## config.mk

```make
export PLATFORM = sky130hd
export DESIGN_NAME = instr_encode_issue_flat
export DESIGN_NICKNAME = d
export VERILOG_FILES = /design/src/rtl/instr_encode_issue_pkg.sv /design/src/rtl/instr_encode_issue_if.sv /design/src/rtl/instr_encode_issue_fifo.sv /design/src/rtl/instr_encode_issue.sv /design/src/flat_wrapper.sv
export SDC_FILE = /design/constraint.sdc
export NUM_CORES = 1
export LEC_CHECK = 0
export BUFFER_PORTS_ARGS = -buffer_cell sky130_fd_sc_hd__buf_4
export CAP_MARGIN = 20
export CORE_UTILIZATION = 56
export DETAILED_ROUTE_END_ITERATION = 12
export PLACE_DENSITY = 0.77
export SETUP_SLACK_MARGIN = 0.5
export SLEW_MARGIN = 20
export SYNTH_ARGS = -nofsm -noshare
export SYNTH_HDL_FRONTEND = slang
export SYNTH_SLANG_ARGS = --single-unit
export TNS_END_PERCENT = 50
```

## constraint.sdc

```tcl
create_clock -name clk -period 2.1 [get_ports clk]
set_input_delay 0.42 -clock clk [delete_from_list [all_inputs] [get_ports clk]]
set_output_delay 0.42 -clock clk [all_outputs]
set_load 0.05 [all_outputs]
```

## src/rtl/instr_encode_issue_pkg.sv

```systemverilog
`default_nettype none
// ============================================================================
//  Module   : cpu_isa_pkg
//  Brief    : Instruction-word layout, opcode constants and encode helpers
//             shared by the encoder/issuer and the control-unit decoder.
//  Revision : 1.0  initial release
// ============================================================================
package cpu_isa_pkg;

    localparam int INSTR_W = 16;

    // Field positions inside the 16-bit instruction word
    localparam int OPC_MSB = 15;
    localparam int OPC_LSB = 12;
    localparam int RD_MSB  = 11;
    localparam int RD_LSB  = 8;
    localparam int RS1_MSB = 7;
    localparam int RS1_LSB = 4;
    localparam int RS2_MSB = 3;
    localparam int RS2_LSB = 0;

    typedef logic [INSTR_W-1:0] instr_t;
    typedef logic [3:0]         opcode_t;
    typedef logic [3:0]         reg_t;

    localparam opcode_t OP_ADD = 4'd0;
    localparam opcode_t OP_SUB = 4'd1;
    localparam opcode_t OP_AND = 4'd2;
    localparam opcode_t OP_OR  = 4'd3;
    localparam opcode_t OP_MUL = 4'd4;
    localparam opcode_t OP_DIV = 4'd5;

    // Issue FSM: ISSUE while no bubble is pending, STALL while bubbles count down
    typedef enum logic [0:0] {
        ST_ISSUE = 1'b0,
        ST_STALL = 1'b1
    } issue_state_e;

    // Request op codes 6 and 7 have no ALU operation behind them
    function automatic logic is_legal_op(input logic [2:0] op);
        return (op <= 3'd5);
    endfunction

    // Multi-cycle ALU paths need settle bubbles after issue
    function automatic logic is_muldiv(input instr_t w);
        return (w[OPC_MSB:OPC_LSB] == OP_MUL) || (w[OPC_MSB:OPC_LSB] == OP_DIV);
    endfunction

    function automatic instr_t encode_instr(input logic [2:0] op, input reg_t rd,
                                            input reg_t rs1, input reg_t rs2);
        return {1'b0, op, rd, rs1, rs2};
    endfunction

endpackage
`default_nettype wire

```

## src/rtl/instr_encode_issue_if.sv

```systemverilog
`default_nettype none
// ============================================================================
//  Module   : instr_encode_issue_if
//  Brief    : Request (program source -> issuer) and issue (issuer -> decode)
//             valid/ready channels bundled together.
//  Revision : 1.0  initial release
// ============================================================================
interface instr_encode_issue_if;
    import cpu_isa_pkg::*;

    logic       req_valid;
    logic       req_ready;
    logic [2:0] req_op;
    reg_t       req_rd;
    reg_t       req_rs1;
    reg_t       req_rs2;

    logic       out_valid;
    logic       out_ready;
    instr_t     out_instr;

    // Environment side: produces requests, consumes issued instructions
    modport master (
        output req_valid, req_op, req_rd, req_rs1, req_rs2, out_ready,
        input  req_ready, out_valid, out_instr
    );

    // Issuer side
    modport slave (
        input  req_valid, req_op, req_rd, req_rs1, req_rs2, out_ready,
        output req_ready, out_valid, out_instr
    );
endinterface
`default_nettype wire

```

## src/rtl/instr_encode_issue_fifo.sv

```systemverilog
`default_nettype none
// ============================================================================
//  Module   : instr_fifo
//  Brief    : DEPTH x 16 instruction FIFO with registered storage and a
//             combinational head read (zero when empty).
//  Revision : 1.0  initial release
// ============================================================================
module instr_fifo
    import cpu_isa_pkg::*;
#(
    parameter int DEPTH = 4
) (
    input  logic                     clk,
    input  logic                     rst,
    input  logic                     i_push,
    input  instr_t                   i_din,
    input  logic                     i_pop,
    output instr_t                   o_dout,
    output logic                     o_full,
    output logic                     o_empty,
    output logic [$clog2(DEPTH):0]   o_count
);

    localparam int c_AW = $clog2(DEPTH);

    instr_t            r_mem [DEPTH];
    logic [c_AW-1:0]   r_wr_ptr;
    logic [c_AW-1:0]   r_rd_ptr;
    logic [c_AW:0]     r_count;
    logic              w_push;
    logic              w_pop;

    // DEPTH is a power of two, so count == DEPTH exactly when the MSB is set
    assign o_full  = r_count[c_AW];
    assign o_empty = (r_count == '0);
    assign o_count = r_count;
    assign o_dout  = o_empty ? '0 : r_mem[r_rd_ptr];

    // Guard against overflow/underflow regardless of what the caller asks for
    assign w_push = i_push && !o_full;
    assign w_pop  = i_pop  && !o_empty;

    // Storage needs no reset: empty-state reads are masked to zero above
    always_ff @(posedge clk) begin
        if (w_push) begin
            r_mem[r_wr_ptr] <= i_din;
        end
    end

    // Pointers wrap naturally modulo DEPTH; count tracks occupancy
    always_ff @(posedge clk or posedge rst) begin
        if (rst) begin
            r_wr_ptr <= '0;
            r_rd_ptr <= '0;
            r_count  <= '0;
        end else begin
            if (w_push) begin
                r_wr_ptr <= r_wr_ptr + c_AW'(1);
            end
            if (w_pop) begin
                r_rd_ptr <= r_rd_ptr + c_AW'(1);
            end
            case ({w_push, w_pop})
                2'b10:   r_count <= r_count + (c_AW+1)'(1);
                2'b01:   r_count <= r_count - (c_AW+1)'(1);
                default: r_count <= r_count;
            endcase
        end
    end

endmodule
`default_nettype wire

```

## src/rtl/instr_encode_issue.sv

```systemverilog
`default_nettype none
// ============================================================================
//  Module   : instr_encode_issue
//  Brief    : Encodes ALU requests into 16-bit instructions, queues them and
//             issues to decode, inserting bubbles after MUL/DIV. Illegal ops
//             are swallowed, flagged and counted.
//  Revision : 1.0  initial release
// ============================================================================
module instr_encode_issue
    import cpu_isa_pkg::*;
#(
    parameter int DEPTH      = 4,
    parameter int MULDIV_GAP = 2,
    parameter int CNT_W      = 8
) (
    input  logic                     clk,
    input  logic                     reset,
    instr_encode_issue_if.slave      bus,
    output logic [$clog2(DEPTH):0]   count,
    output logic                     err_illegal,
    output logic [CNT_W-1:0]         illegal_cnt
);

    localparam int                 c_GAP_W    = (MULDIV_GAP > 0) ? $clog2(MULDIV_GAP + 1) : 1;
    localparam logic [c_GAP_W-1:0] c_GAP_LOAD = c_GAP_W'(MULDIV_GAP);
    localparam logic [CNT_W-1:0]   c_CNT_MAX  = '1;

    logic               w_legal;
    logic               w_req_fire;
    logic               w_push;
    logic               w_pop;
    logic               w_full;
    logic               w_empty;
    instr_t             w_word;
    instr_t             w_head;
    issue_state_e       r_state;
    issue_state_e       w_state_nxt;
    logic [c_GAP_W-1:0] r_gap_cnt;
    logic [c_GAP_W-1:0] w_gap_nxt;
    logic               r_err;
    logic [CNT_W-1:0]   r_illegal_cnt;

    assign w_legal    = is_legal_op(bus.req_op);
    assign w_word     = encode_instr(bus.req_op, bus.req_rd, bus.req_rs1, bus.req_rs2);

    // A full queue refuses requests even when a pop happens the same cycle
    assign bus.req_ready = !w_full;
    assign w_req_fire    = bus.req_valid && !w_full;
    assign w_push        = w_req_fire && w_legal;

    // STALL is held exactly while the bubble counter is non-zero
    assign bus.out_valid = !w_empty && (r_state == ST_ISSUE);
    assign bus.out_instr = w_head;
    assign w_pop         = bus.out_valid && bus.out_ready;

    assign err_illegal = r_err;
    assign illegal_cnt = r_illegal_cnt;

    instr_fifo #(
        .DEPTH   (DEPTH)
    ) u_fifo (
        .clk     (clk),
        .rst     (reset),
        .i_push  (w_push),
        .i_din   (w_word),
        .i_pop   (w_pop),
        .o_dout  (w_head),
        .o_full  (w_full),
        .o_empty (w_empty),
        .o_count (count)
    );

    // Next-state: load bubbles on a MUL/DIV issue, count them down while stalled
    always_comb begin
        w_state_nxt = r_state;
        w_gap_nxt   = r_gap_cnt;
        case (r_state)
            ST_ISSUE: begin
                if (w_pop && is_muldiv(w_head) && (MULDIV_GAP != 0)) begin
                    w_gap_nxt   = c_GAP_LOAD;
                    w_state_nxt = ST_STALL;
                end
            end
            ST_STALL: begin
                w_gap_nxt = r_gap_cnt - c_GAP_W'(1);
                if (r_gap_cnt == c_GAP_W'(1)) begin
                    w_state_nxt = ST_ISSUE;
                end
            end
            default: begin
                w_state_nxt = ST_ISSUE;
                w_gap_nxt   = '0;
            end
        endcase
    end

    // Issue FSM state and bubble counter registers
    always_ff @(posedge clk or posedge reset) begin
        if (reset) begin
            r_state   <= ST_ISSUE;
            r_gap_cnt <= '0;
        end else begin
            r_state   <= w_state_nxt;
            r_gap_cnt <= w_gap_nxt;
        end
    end

    // Illegal-op pulse and saturating illegal-request counter
    always_ff @(posedge clk or posedge reset) begin
        if (reset) begin
            r_err         <= 1'b0;
            r_illegal_cnt <= '0;
        end else begin
            r_err <= w_req_fire && !w_legal;
            if (w_req_fire && !w_legal && (r_illegal_cnt != c_CNT_MAX)) begin
                r_illegal_cnt <= r_illegal_cnt + CNT_W'(1);
            end
        end
    end

endmodule
`default_nettype wire

```

## src/flat_wrapper.sv

```systemverilog
// flat-port wrapper written by rule: the top's interface ports become plain ports
module instr_encode_issue_flat import cpu_isa_pkg::*;
#(
    parameter int DEPTH      = 4,
    parameter int MULDIV_GAP = 2,
    parameter int CNT_W      = 8
)
  (clk, reset, count, err_illegal, illegal_cnt, bus_req_valid, bus_req_op, bus_req_rd, bus_req_rs1, bus_req_rs2, bus_out_ready, bus_req_ready, bus_out_valid, bus_out_instr);
  instr_encode_issue_if bus_i ();
  input  logic clk;
  input  logic reset;
  output logic [$clog2(DEPTH):0] count;
  output logic err_illegal;
  output logic [CNT_W-1:0] illegal_cnt;
  input wire logic [$bits(bus_i.req_valid)-1:0] bus_req_valid;
  input wire logic [$bits(bus_i.req_op)-1:0] bus_req_op;
  input wire logic [$bits(bus_i.req_rd)-1:0] bus_req_rd;
  input wire logic [$bits(bus_i.req_rs1)-1:0] bus_req_rs1;
  input wire logic [$bits(bus_i.req_rs2)-1:0] bus_req_rs2;
  input wire logic [$bits(bus_i.out_ready)-1:0] bus_out_ready;
  output wire logic [$bits(bus_i.req_ready)-1:0] bus_req_ready;
  output wire logic [$bits(bus_i.out_valid)-1:0] bus_out_valid;
  output wire logic [$bits(bus_i.out_instr)-1:0] bus_out_instr;
  assign bus_i.req_valid = bus_req_valid;
  assign bus_i.req_op = bus_req_op;
  assign bus_i.req_rd = bus_req_rd;
  assign bus_i.req_rs1 = bus_req_rs1;
  assign bus_i.req_rs2 = bus_req_rs2;
  assign bus_i.out_ready = bus_out_ready;
  assign bus_req_ready = bus_i.req_ready;
  assign bus_out_valid = bus_i.out_valid;
  assign bus_out_instr = bus_i.out_instr;
  instr_encode_issue #(.DEPTH(DEPTH), .MULDIV_GAP(MULDIV_GAP), .CNT_W(CNT_W)) u_core (.clk(clk), .reset(reset), .bus(bus_i), .count(count), .err_illegal(err_illegal), .illegal_cnt(illegal_cnt));
endmodule
```

==> metrics.csv, run 1 <==
metric;value;unit
outcome;finished with violations;
failing checks;negative setup slack;
sequential cell area;2280;µm²
Final Max Slew Viols;0;
Setup Viol. Count Final;15;
fillers;340;
final worst slack;-0.113;ns
CTS Buf Count;9;
Die Width;79.1;µm
Ys Warns;0;
Distinct cells, synth;37;
commonest cells after routing, fill and taps aside;60 x edfxtp_1, 42 x buf_4, 20 x buf_6;
# clock sinks;79;
period utilisation layout;1.05;
input/output buffers;47;
Top Metal Used;met4;
synthesized cell area;3330;µm²
top cell type's share of synthesized area;0.541;
worst endpoint required time;1.68;ns
clock network power share;0.134;
Sw Ratio;0.406;
WHS;0.193;ns
Max Clk Rate;452;MHz
CP Capture Type;output port;
WL final;5880;µm
worst-skew pair later-pin latency;0.34;ns
crit start category;register;
Slew HR;0.524;
CP Class;register to output port;
xor/xnor cell area share of the yosys netlist;0.0289;
internal power;4110;µW
H-tree levels;3;
Die ar.;6260;µm²
largest family of logic cells by synthesized area;multiplexers;
Vias;1803;
Max VDD drop;1010;µV
Ports;49;
Reg power frac;0.308;
vias per cell;5.33;
DRT met1 WL;2530;µm
clk_skew;0.00839;ns
DP Area;3890;µm²
Synth Net Count;220;
Compound-Gate Fraction of Synth Area;0.0210;
P_sw;2810;µW
wire length on met3;190;µm
GRT Overall Usage;0.207;
Syn-to-layout area delta;28.8;%
Crit Path Max Fanout;7;
Wirelength per Cell;17.4;µm
post-route ant nets;0;
DIE HEIGHT;79.1;µm
Congestion Overflow GR;0;
share of layout cells above drive strength 1;0.492;
pwr dens;1610;nW/µm²
area of the multi-input gates;1060;µm²
commonest non-fill, non-tap cell in the layout;edfxtp_1;
DRT iter0 DRCs;75;
largest net degree at the start of global routing;20;
Syn Inst Count;193;
mean post-synth cell area;17.3;µm²
root buf cell;clkbuf_8;
CORE AREA;5610;µm²
initial antenna violation count;0;
logic gate share of total power;0.557;
post-route cell area;4290;µm²
vias in the first global route;1848;
Tot Pwr;6920;µW
Pre-antenna DRT Iters;4;
first-pass GRT wire length;9200;µm
worst-margin pin slew;0.713;ns
WL met2;3040;µm
Synth area leaders;edfxtp_1 54%, dfrtp_1 14%, mux4_2 9.5%, nor2b_1 2.8%, ha_1 2.6%;
post-synthesis adder-cell area fraction;0.0323;
Min-Delay Path Class;input port to asynchronous set/reset pin;
mux cell area share after synthesis;0.109;
Initial Util;0.594;
leakage;0.00170;µW
NumNets Final;289;
Antenna diodes;0;
min cycle time layout;2.21;ns
setup_tns;-1.05;ns
hpwl dp;3610;µm
RSZ-0062 raised after global routing;true;
#FFs+latches synth;79;
register area share after synthesis;0.684;
Max-cap violations;0;
CTS clk-pin slew, worst paths;0.08;ns
simple-gate share of the synthesized area;0.0905;
biggest area consumer among synthesized cells;edfxtp_1;
drc violations;0;
global placement routability congestion;0.750;
Site Rows;27;
Final Hold Viols;0;
CTS tree;built;
clk buf depth;2;
CP arrival;1.79;ns
post-layout util;0.765;
[per-layer routing]
| metal | vias to the layer above | global-route usage |
|---|---|---|
| met4 | 0 | 0.124 |
| met1 | 909 | 0.260 |
| li1 | 840 | - |
| met5 | - | 0 |
| met2 | 44 | 0.334 |
| met3 | 10 | 0.0437 |
[power by group through the flow]
| stage | combinational [µW] | clock, µW | sequential [µW] |
|---|---|---|---|
| 2_1_floorplan | 2320 | 0 | 2360 |
| 3_3_place_gp | 3200 | 0 | 2160 |
| 3_5_place_dp | 3250 | 0 | 2180 |
| 4_1_cts | 3620 | 945 | 2140 |
| 5_1_grt | 4050 | 1000 | 2160 |
| 6_report | 3850 | 929 | 2130 |
[cells by family after synthesis]
family | count (synthesis)
XOR/XNOR | 11
adder cells (fa/ha/maj) | 8
other | 1
AND/OR/NAND/NOR | 46
flip-flops | 79
buffers and inverters | 22
AO/OA/AOI/OAI | 9
multiplexers | 17
[per-stage QoR]
stage	std cells	worst slack, ns
global route	338	-0.164
floorplan	193	0.0228
finish	338	-0.113
global placement	310	0.229
detailed placement	310	0.173
CTS	333	-0.111
[sequential cells by signal, summed over array words and instances (netlist names)]
register / flops
u_core.r_gap_cnt: 2
u_core.u_fifo.r_mem: 60
u_core.err_illegal: 1
u_core.u_fifo.o_count: 3
u_core.r_state: 1
u_core.u_fifo.r_rd_ptr: 2
u_core.u_fifo.r_wr_ptr: 2
u_core.illegal_cnt: 8
[final cells by class]
type,instances,share of cell area
timing repair buffer,67,0.151
clock inverter,4,0.00525
clock buffer,11,0.0306
inverter,13,0.0128
tap,72,0.0210
multi-input combinational,92,0.247
sequential,79,0.532
[path summary, 6_finish.rpt]
path                       slack, ns                 startpoint                         to  cells after the start
max reg2reg                     0.19   u_core.u_fifo.o_count[2]   u_core.u_fifo.o_count[2]                      9
max                            -0.11  u_core.u_fifo.r_rd_ptr[0]           bus_out_instr[8]                      5
min reg2reg                     0.52      u_core.illegal_cnt[6]      u_core.illegal_cnt[6]                      1
min in group clk                0.27             bus_req_rs1[1]  u_core.u_fifo.r_mem[0][5]                      1
min                             0.19                      reset         u_core.err_illegal                      2
max in group asynchronous       1.41                      reset   u_core.u_fifo.o_count[2]                      2
[worst max-delay path, cell delays in order (launching register included)]
cell and delay (ns):
dfrtp_2 0.42, buf_12 0.12, buf_16 0.12, mux4_2 0.49, nor2b_4 0.14, buf_6 0.16
[Yosys cell counts]
| cell type | n |
|---|---|
| a21o_1 | 1 |
| and2_1 | 4 |
| xnor2_1 | 8 |
| edfxtp_1 | 60 |
| and4_4 | 1 |
| nand4_1 | 1 |
| buf_2 | 2 |
| nor2b_4 | 1 |
| nor3b_4 | 1 |
| and3_1 | 4 |
| o211ai_2 | 1 |
| conb_1 | 1 |
| buf_6 | 2 |
| xor2_1 | 3 |
| ha_1 | 7 |
| mux2i_1 | 1 |
| o21ai_0 | 2 |
| a21oi_1 | 3 |
| nand2_2 | 1 |
| nand3b_1 | 1 |
| mux4_1 | 1 |
| and4b_1 | 1 |
| clkbuf_1 | 2 |
| buf_4 | 3 |
| nor3_4 | 1 |
| inv_1 | 13 |
| nand3_2 | 1 |
| nor2_1 | 4 |
| and4_1 | 1 |
| nor2b_1 | 15 |
| fa_1 | 1 |
| mux4_2 | 14 |
| mux2_2 | 1 |
| nand2_1 | 9 |
| o21ai_2 | 1 |
| dfrtp_1 | 19 |
| a41oi_2 | 1 |
[timing repair]
action                     in CTS  in global routing
setup endpoints to repair      33                 51
resized for setup              17                 17
cloned                          1                  0
buffers inserted                7                  5
hold buffers                    0                  0
pin swaps                       1                  4
No activity file was read; power rests on OpenSTA's default activity.
==> run 2, diff against run 1 <==
--- a/config.mk
+++ b/config.mk
@@ -5,9 +5,11 @@
 export SDC_FILE = /design/constraint.sdc
 export NUM_CORES = 1
 export LEC_CHECK = 0
+export ABC_AREA = 1
 export BUFFER_PORTS_ARGS = -buffer_cell sky130_fd_sc_hd__buf_4
 export CAP_MARGIN = 20
 export CORE_UTILIZATION = 56
+export CTS_CLUSTER_SIZE = 12
 export DETAILED_ROUTE_END_ITERATION = 12
 export PLACE_DENSITY = 0.77
 export SETUP_SLACK_MARGIN = 0.5
==> run 2 against run 1 <==
Largest cell class unchanged. Area after synthesis grew 3.2%. Sequential share of layout area shrank 1.9 points. First-iteration DRC count increased by 27%. The run now ends clean.
==> metrics.csv, run 2 <==
metric;value;unit;change
outcome;finished, final reports clean;;was finished with violations
xor/xnor cell area share of the yosys netlist;0.0306;;was 0.0289
Ports;49;;unchanged
Pre-antenna DRT Iters;4;;unchanged
CORE AREA;5920;µm²;was 5610 µm²
simple-gate share of the synthesized area;0.151;;was 0.0905
Syn Inst Count;301;;was 193
Max-cap violations;0;;unchanged
Initial Util;0.581;;was 0.594
Final Max Slew Viols;0;;unchanged
vias in the first global route;2182;;was 1848
Setup Viol. Count Final;0;;was 15
#FFs+latches synth;79;;unchanged
WL final;6580;µm;was 5880 µm
Final Hold Viols;0;;unchanged
Worst Setup EP;bus_out_instr[13];;was bus_out_instr[8]
WL met2;3500;µm;was 3040 µm
Wirelength per Cell;14.9;µm;was 17.4 µm
H-tree levels;3;;unchanged
fillers;377;;was 340
clk_skew;0.00792;ns;was 0.00839 ns
worst reg2reg path endpoint;u_core.u_fifo.o_count[2];;unchanged
CTS clk-pin slew, worst paths;0.08;ns;about the same
hpwl dp;4180;µm;was 3610 µm
count of flip-flops with a built-in enable after synthesis;60;;unchanged
Vias;2270;;was 1803
wire length on met3;217;µm;was 190 µm
Die Width;80.3;µm;was 79.1 µm
most instantiated cells after synthesis;62 x nor2_1, 60 x edfxtp_1, 30 x nand2_1;;was 60 x edfxtp_1, 19 x dfrtp_1, 15 x nor2b_1
top cell type's share of synthesized area;0.524;;was 0.541
Compound-Gate Fraction of Synth Area;0.0670;;was 0.0210
Synth Net Count;328;;was 220
first-pass GRT wire length;10400;µm;was 9200 µm
FFs w/ async S/R, synth;0.241;;unchanged
NumNets Final;387;;was 289
mux cell area share after synthesis;0;;was 0.109
Slew HR;0.639;;was 0.524
slowest CP cell;dfrtp_2;;was mux4_2
# clock sinks;79;;unchanged
reg2reg path depth;10;;was 9
Distinct cells, synth;27;;was 37
Ys Warns;0;;unchanged
mean post-synth cell area;11.4;µm²;was 17.3 µm²
critical-path cell list;inv_6, nand2_1, nand3_2, nand2_2, nor2_4, buf_4;;was buf_12, buf_16, mux4_2, nor2b_4, buf_6
CP arrival;1.61;ns;was 1.79 ns
DP Area;4120;µm²;was 3890 µm²
post-route cell area;4450;µm²;was 4290 µm²
GRT Overall Usage;0.226;;was 0.207
crit start category;register;;unchanged
RSZ-0062 raised after global routing;true;;unchanged
clk buf depth;2;;unchanged
max reg flops;60;;unchanged
worst-margin pin slew;0.541;ns;was 0.713 ns
synthesized cell area;3440;µm²;was 3330 µm²
Worst setup startpoint;u_core.u_fifo.r_rd_ptr[0];;unchanged
post-route ant nets;0;;unchanged
Synth Flop Type;edfxtp_1;;unchanged
min cycle time layout;2.03;ns;was 2.21 ns
input/output buffers;47;;unchanged
r2r setup slk;0.28;ns;was 0.19 ns
DRT met1 WL;2730;µm;was 2530 µm
Min-Delay Path Class;input port to asynchronous set/reset pin;;unchanged
Top Metal Used;met4;;unchanged
largest family of logic cells by synthesized area;simple AND/OR/NAND/NOR gates;;was multiplexers
initial antenna violation count;0;;unchanged
Die ar.;6450;µm²;was 6260 µm²
biggest area consumer among synthesized cells;edfxtp_1;;unchanged
DRT iter0 DRCs;95;;was 75
CP max stage delay;0.47;ns;was 0.49 ns
DIE HEIGHT;80.3;µm;was 79.1 µm
root buf cell;clkbuf_8;;unchanged
worst-skew pair later-pin latency;0.35;ns;was 0.34 ns
share of layout cells above drive strength 1;0.356;;was 0.492
commonest non-fill, non-tap cell in the layout;edfxtp_1;;unchanged
setup_tns;0;ns;was -1.05 ns
Max Clk Rate;493;MHz;was 452 MHz
CTS tree;built;;unchanged
register area share after synthesis;0.663;;was 0.684
Reg2Reg Launch Point;u_core.u_fifo.o_count[0];;was u_core.u_fifo.o_count[2]
Congestion Overflow GR;0;;unchanged
Syn-to-layout area delta;29.5;%;was 28.8%
Crit Path Max Fanout;30;;was 7
worst endpoint required time;1.68;ns;about the same
Top reg by flops;u_core.u_fifo.r_mem;;unchanged
CP Class;register to output port;;unchanged
Synth area leaders;edfxtp_1 52%, dfrtp_1 14%, nor2_1 6.8%, nand2_1 3.3%, inv_1 2.8%;;was edfxtp_1 54%, dfrtp_1 14%, mux4_2 9.5%, nor2b_1 2.8%, ha_1 2.6%
commonest cells after routing, fill and taps aside;60 x edfxtp_1, 57 x nor2_1, 42 x buf_4;;was 60 x edfxtp_1, 42 x buf_4, 20 x buf_6
drc violations;0;;unchanged
CP Capture Type;output port;;unchanged
post-layout util;0.751;;was 0.765
CTS Buf Count;9;;unchanged
vias per cell;5.16;;was 5.33
top-count cell post-synth;nor2_1;;was edfxtp_1
largest net degree at the start of global routing;31;;was 20
post-synthesis adder-cell area fraction;0.0313;;was 0.0323
global placement routability congestion;0.768;;was 0.750
Site Rows;28;;was 27
period utilisation layout;0.966;;was 1.05
Antenna diodes;0;;unchanged
## run 2: cell count changes after synthesis, moves of 7 or more
| cell | change |
|---|---|
| nand3_1 | +7 |
| mux4_2 | -14 |
| nand2_1 | +21 |
| o21ai_0 | +12 |
| a21oi_1 | +13 |
| nor2b_1 | -15 |
| nor2_1 | +58 |
| o21ai_1 | +16 |
| inv_1 | +13 |
## run 2: what timing repair did
item / CTS / global route
setup buffers: 0 / 0
hold buffers: 0 / 0
pin swaps: 0 / 10
gates resized for setup: 16 / 20
endpoints found under the setup margin: 18 / 18
## run 2: logic make-up (layout without fill, tap and decap cells)
family                   Yosys count  after routing
AO/OA/AOI/OAI                     46             46
other                              1              1
buffers and inverters             40            104
AND/OR/NAND/NOR                  115            115
adder cells (fa/ha/maj)            8              8
flip-flops                        79             79
XOR/XNOR                          12             12
## run 2: area by class of cell
| type | instances | area [µm²] | area share |
|---|---|---|---|
| timing repair buffer | 60 | 539 | 0.121 |
| sequential | 79 | 2280 | 0.513 |
| inverter | 28 | 115 | 0.0259 |
| multi-input combinational | 182 | 1200 | 0.269 |
| tap | 75 | 93.8 | 0.0211 |
| clock buffer | 9 | 124 | 0.0278 |
| clock inverter | 7 | 97.6 | 0.0219 |
## run 2: worst min-delay path by stage
stage,from,endpoint,depth (start not counted)
after floorplan,reset,u_core.err_illegal,1
after global placement,reset,u_core.err_illegal,2
after detailed placement,u_core.u_fifo.o_count[0],u_core.u_fifo.o_count[0],1
after CTS,reset,u_core.u_fifo.r_wr_ptr[1],2
after global routing,reset,u_core.err_illegal,2
final,reset,u_core.err_illegal,2
## run 2: metal layers
layer / vias up / track usage
met1: 1097 / 0.287
met5: - / 0
li1: 1116 / -
met2: 48 / 0.376
met4: 0 / 0.113
met3: 9 / 0.0352
## run 2: metrics by stage
stage	std cells	hold WS, ns	setup slack, ns
3_5_place_dp	424	0.484	0.243
6_report	440	0.102	0.0708
5_1_grt	440	0.152	-0.0206
3_3_place_gp	424	0.491	0.275
4_1_cts	440	0.109	0.0551
2_1_floorplan	301	0.371	0.219
## run 2: critical path, delay by kind of cell, from the launching register on
| kind | cells | cell delay (ns) |
|---|---|---|
| DFF | 1 | 0.47 |
| and+or+nand+nor | 4 | 0.38 |
| buffers and inverters | 2 | 0.40 |
Power of run 2 is left out: the tool's default activity adds up to more than one toggle a clock period on the data nets, which glitch-free logic cannot reach.
